--- config.mk ---
export PLATFORM = sky130hd
export DESIGN_NAME = recirc_buf_ctrl
export DESIGN_NICKNAME = d
export VERILOG_FILES = /design/src/rtl/recirc_buf_ctrl.sv
export SDC_FILE = /design/constraint.sdc
export NUM_CORES = 1
export LEC_CHECK = 0
export ABC_AREA = 1
export CAP_MARGIN = 40
export CORE_ASPECT_RATIO = 0.6
export CORE_MARGIN = 3
export CORE_UTILIZATION = 62
export CTS_CLUSTER_DIAMETER = 200
export DETAILED_ROUTE_END_ITERATION = 12
export DONT_BUFFER_PORTS = 1
export PLACE_DENSITY_LB_ADDON = 0.05
export REMOVE_ABC_BUFFERS = 1
export SETUP_SLACK_MARGIN = 0.15
export SYNTH_ARGS = -nofsm -noshare
export SYNTH_HDL_FRONTEND = slang
export SYNTH_SLANG_ARGS = --single-unit
--- constraint.sdc ---
create_clock -name clk -period 3.6 [get_ports clk]
set_input_delay 0.9 -clock clk [delete_from_list [all_inputs] [get_ports clk]]
set_output_delay 0.9 -clock clk [all_outputs]
set_load 0.01 [all_outputs]
--- src/rtl/recirc_buf_ctrl.sv ---
// rtl/recirc_buf_ctrl.sv - recirculation buffer queue, request and transmit-slot sequencer
// Queues diverted destinations, requests one buffer slot at a time and drops stale heads.
module recirc_buf_ctrl #(
  parameter int PORTS      = 4,
  parameter int FIFO_DEPTH = 4,
  parameter int SLOT_SIZE  = 4,
  parameter int TIMEOUT    = 16,
  localparam int PW = $clog2(PORTS),
  localparam int AW = $clog2(FIFO_DEPTH),
  localparam int OW = AW + 1,
  localparam int WW = $clog2(TIMEOUT),
  localparam int SW = $clog2(SLOT_SIZE)
) (
  input  logic          clk,
  input  logic          rst,
  input  logic          nog_valid,
  input  logic [PW-1:0] nog_port,
  input  logic          grant_buf_valid,
  output logic          req_buf_valid,
  output logic [PW-1:0] req_buf_port,
  output logic          tx_en,
  output logic [PW-1:0] tx_port,
  output logic [OW-1:0] occupancy,
  output logic          full,
  output logic          drop,
  output logic          timeout
);

  typedef enum logic [1:0] {IDLE, REQ, TX} state_t;

  state_t        state_q, state_d;
  logic [PW-1:0] mem_q [FIFO_DEPTH];
  logic [AW-1:0] rd_ptr_q, rd_ptr_d;
  logic [AW-1:0] wr_ptr_q, wr_ptr_d;
  logic [OW-1:0] occ_q, occ_d;
  logic          full_q, full_d;
  logic [WW-1:0] wait_q, wait_d;
  logic [SW-1:0] slot_q, slot_d;
  logic          req_valid_q, req_valid_d;
  logic [PW-1:0] req_port_q, req_port_d;
  logic          tx_en_q, tx_en_d;
  logic [PW-1:0] tx_port_q, tx_port_d;
  logic          drop_q, drop_d;
  logic          timeout_q, timeout_d;
  logic          push, pop;
  logic [PW-1:0] head;

  always_comb begin
    state_d   = state_q;
    rd_ptr_d  = rd_ptr_q;
    wr_ptr_d  = wr_ptr_q;
    wait_d    = wait_q;
    slot_d    = slot_q;
    pop       = 1'b0;
    timeout_d = 1'b0;
    // Full is judged on the registered flag, so a same-cycle pop never frees room.
    push      = nog_valid && !full_q;
    drop_d    = nog_valid && full_q;

    case (state_q)
      IDLE: begin
        wait_d = '0;
        if (occ_q != '0) state_d = REQ;
      end
      REQ: begin
        if (grant_buf_valid) begin
          state_d = TX;
          wait_d  = '0;
          slot_d  = '0;
        end else if (wait_q == WW'(TIMEOUT - 1)) begin
          pop       = 1'b1;
          timeout_d = 1'b1;
          wait_d    = '0;
        end else begin
          wait_d = wait_q + WW'(1);
        end
      end
      TX: begin
        if (slot_q == SW'(SLOT_SIZE - 1)) begin
          pop    = 1'b1;
          slot_d = '0;
        end else begin
          slot_d = slot_q + SW'(1);
        end
      end
      default: state_d = IDLE;
    endcase

    if (push) wr_ptr_d = wr_ptr_q + AW'(1);
    if (pop)  rd_ptr_d = rd_ptr_q + AW'(1);
    occ_d  = occ_q + OW'(push) - OW'(pop);
    full_d = (occ_d == OW'(FIFO_DEPTH));

    if (pop) state_d = (occ_d != '0) ? REQ : IDLE;

    // A push landing in the slot that becomes head this cycle is not yet in memory.
    head = (push && (wr_ptr_q == rd_ptr_d)) ? nog_port : mem_q[rd_ptr_d];

    req_valid_d = (state_d == REQ);
    req_port_d  = (state_d == REQ) ? head : req_port_q;
    tx_en_d     = (state_d == TX);
    tx_port_d   = (state_q == REQ && state_d == TX) ? req_port_q : tx_port_q;
  end

  always_ff @(posedge clk) begin
    if (push) mem_q[wr_ptr_q] <= nog_port;
  end

  always_ff @(posedge clk or negedge rst) begin
    if (!rst) begin
      state_q     <= IDLE;
      rd_ptr_q    <= '0;
      wr_ptr_q    <= '0;
      occ_q       <= '0;
      full_q      <= 1'b0;
      wait_q      <= '0;
      slot_q      <= '0;
      req_valid_q <= 1'b0;
      req_port_q  <= '0;
      tx_en_q     <= 1'b0;
      tx_port_q   <= '0;
      drop_q      <= 1'b0;
      timeout_q   <= 1'b0;
    end else begin
      state_q     <= state_d;
      rd_ptr_q    <= rd_ptr_d;
      wr_ptr_q    <= wr_ptr_d;
      occ_q       <= occ_d;
      full_q      <= full_d;
      wait_q      <= wait_d;
      slot_q      <= slot_d;
      req_valid_q <= req_valid_d;
      req_port_q  <= req_port_d;
      tx_en_q     <= tx_en_d;
      tx_port_q   <= tx_port_d;
      drop_q      <= drop_d;
      timeout_q   <= timeout_d;
    end
  end

  assign req_buf_valid = req_valid_q;
  assign req_buf_port  = req_port_q;
  assign tx_en         = tx_en_q;
  assign tx_port       = tx_port_q;
  assign occupancy     = occ_q;
  assign full          = full_q;
  assign drop          = drop_q;
  assign timeout       = timeout_q;

endmodule

==> impl_metrics.yaml <==
finish:
  final_common_cell: "inv_1"
  nNetsFinal: 200
  area_delta_synth_final_pct: 8.25
  insertedDiodeCount: 0
  instances_no_fill: 214
  layout_common_cells: "inv_1, nand2_1, dfrtp_1"
  drive_gt1_share_pct: 17.6
  fillers: 193
logic_synthesis:
  synthCells: 173
  syn_area_per_cell_um2: 9.82
  syn_area_um2: 1700
  synth_cell_types: 26
  synth_area_leader_cell: "dfrtp_1"
  ys_ff_latch: 32
  synth.top_cell.area_share_pct: 35.3
  yosysWarningCount: 0
  synth.top_cells.by_area: "dfrtp_1, edfxtp_1, ha_1"
  ys_seq_area_share_pct: 49.5
critical_path:
  cp_max_fo: 6
  critPathRequiredTime_ps: 3780
  crit_type: "reg -> reg"
  worstReg2RegStart: "state_q[1]$_DFF_PN0_"
  cp-start-kind: "register"
  cp-startpoint: "state_q[1]$_DFF_PN0_"
  end_kind: "register"
  r2r_cells: 19
  arrival_ps: 3380
  r2r-end: "req_buf_port[0]$_DFFE_PN0N_"
  reg2reg_setup_slack_ps: 400
grt:
  grt_pass1_vias: 1113
  grt_remaining_overflow: 0
  antenna_found_initial: 0
  grt_max_degree: 25
  grt_pass1_wl_mm: 5.24
  grt_usage_pct: 21.7
power_and_ir_drop:
  p_sw_uw: 629
  ir_drop_v: 0.000522
  p_int_uw: 850
  seqPwrFrac_pct: 41.0
  powerDensity_nw_per_um2: 804
  leakagePower_uw: 0.000932
  clkPwrFrac_pct: 19.1
  p_comb_share_pct: 39.9
  netSwitchingFraction_pct: 42.5
routing:
  routed-via-count: 1169
  drtAntennaViolNets: 0
  wl_per_cell_um: 15.4
  wl_mm: 3.30
  via_per_inst: 5.46
  drc_errors: 0
  dr.first_iter.drc_count: 103
  dr.pass1.iters: 4
placed_design:
  portBuffers: 0
  gp_congestion: 0.855
  pre_cts_ws_ps: 272
  hpwl_mm: 2.38
  placed_cells: 206
floorplanning:
  dieArea_um2: 3430
  fp.dieH_um: 46.6
  ioPinCount: 18
  core_area_um2: 2560
  num_rows: 14
  die_width_um: 73.6
  start_util_pct: 66.4
outcome:
  outcome: "finished clean"
timing:
  fin_ws_ps: 397
  clock.fmax_mhz: 312
  finalClockSkew_ps: 4.61
  period_share_pct: 89.0
  fin_crit_ps: 3200
  finalHoldViolations: 0
  worst_pin_slew_ps: 339
  setup_viol: 0
  grt_setup_unrepaired: "no"
  tns_ps: 0
  drv_slew: 0
  relSlewSlack_pct: 77.1
clocking:
  htreeDepth: 2
  clk_pin_slew_ps: 60
  cts_root_buf: "clkbuf_8"
  numClockSinks: 32
  cts_setup_buffers: 0
  cts_buffer_depth: 2
  cts_tree: "built"
  clock_latency_ps: 280
  cts_made_buffers: 5
worst_hold_path:
  hold_class: "in -> async"
flow_run:
  maxCapViolations: 0
==> state kept, by name, summed over array words and instances, names as in the netlist <==
register / flops
mem_q: 8
wait_q: 4
occupancy: 3
rd_ptr_q: 2
req_buf_port: 2
slot_q: 2
state_q: 2
tx_port: 2
wr_ptr_q: 2
drop: 1
full: 1
req_buf_valid: 1
timeout: 1
tx_en: 1
==> worst max-delay path by stage <==
stage                                              to  slack (ps)
final                     req_buf_port[0]$_DFFE_PN0N_         400
after global routing      req_buf_port[0]$_DFFE_PN0N_         160
after CTS                 req_buf_port[0]$_DFFE_PN0N_         320
after detailed placement  req_buf_port[0]$_DFFE_PN0N_         270
after global placement    req_buf_port[1]$_DFFE_PN0N_         410
after floorplan           req_buf_port[0]$_DFFE_PN0N_         430
==> logic make-up after synthesis <==
group,share of synthesized area [%]
compound gates,6.04
xor+xnor,2.58
simple gates,24.6
fa+ha+maj,10.0
buf+inv,7.29
flops,49.5
==> layer usage <==
layer  vias to the layer above  global-route usage, %  part of all wire [%]
li1                        576                      -                     -
met5                         -                      0                     0
met3                         2                   6.97                   9.0
met1                       541                   31.0                    48
met2                        50                   30.5                    42
met4                         0                   8.66                  0.42
==> final cells by class <==
type / count / area, um^2 / area share [%]
flip-flops and latches: 32 / 841 / 45.7
multi-input cells: 108 / 737 / 40.1
inverters: 33 / 124 / 6.73
clock buffers: 8 / 90.1 / 4.90
well taps: 32 / 40.0 / 2.18
repair buffers: 1 / 7.51 / 0.408
==> through the flow <==
stage	utilization (%)	cell area [um^2]	hold WS, ps	power, uW
final	71.9	1840	305	1480
after global routing	71.9	1840	296	1600
after CTS	71.8	1840	301	1480
after detailed placement	68.3	1750	497	1190
after global placement	68.3	1750	477	1160
after floorplan	-	1700	456	1050
==> synth_stat cells (all sizes together) <==
cell type   n
inv        33
fa          1
dfrtp      24
o41ai       1
nand4       3
a21oi       1
xor2        3
edfxtp      8
nand2      36
a32o        1
o21ai      11
xnor2       2
nor3        1
nand3      23
nor2       12
a22o        1
ha         12
==> what timing repair did <==
item | in CTS | in global routing
resized for setup | 0 | 1
hold buffers | 0 | 0
setup endpoints to repair | 0 | 2
==> power by group through the flow <==
stage          logic (uW)  clock network, uW  registers, uW
3_3_place_gp          548                  0            610
6_report              590                283            606
3_5_place_dp          574                  0            612
5_1_grt               676                301            622
4_1_cts               587                283            607
2_1_floorplan         469                  0            586
==> worst max-delay path, cell delays in order (launching register included) <==
cell and delay (ps):
dfrtp_1 440, inv_1 110, ha_2 260, nand2_4 110
o21ai_4 250, nand2_4 130, inv_2 80, ha_1 120
inv_1 40, ha_1 180, fa_1 380, xor2_1 170
xor2_1 210, inv_1 90, nand3_1 120, nand2_2 100
nor2_2 140, inv_1 70, nand2_1 60, nand2_1 50
No activity file was read; power rests on OpenSTA's default activity.
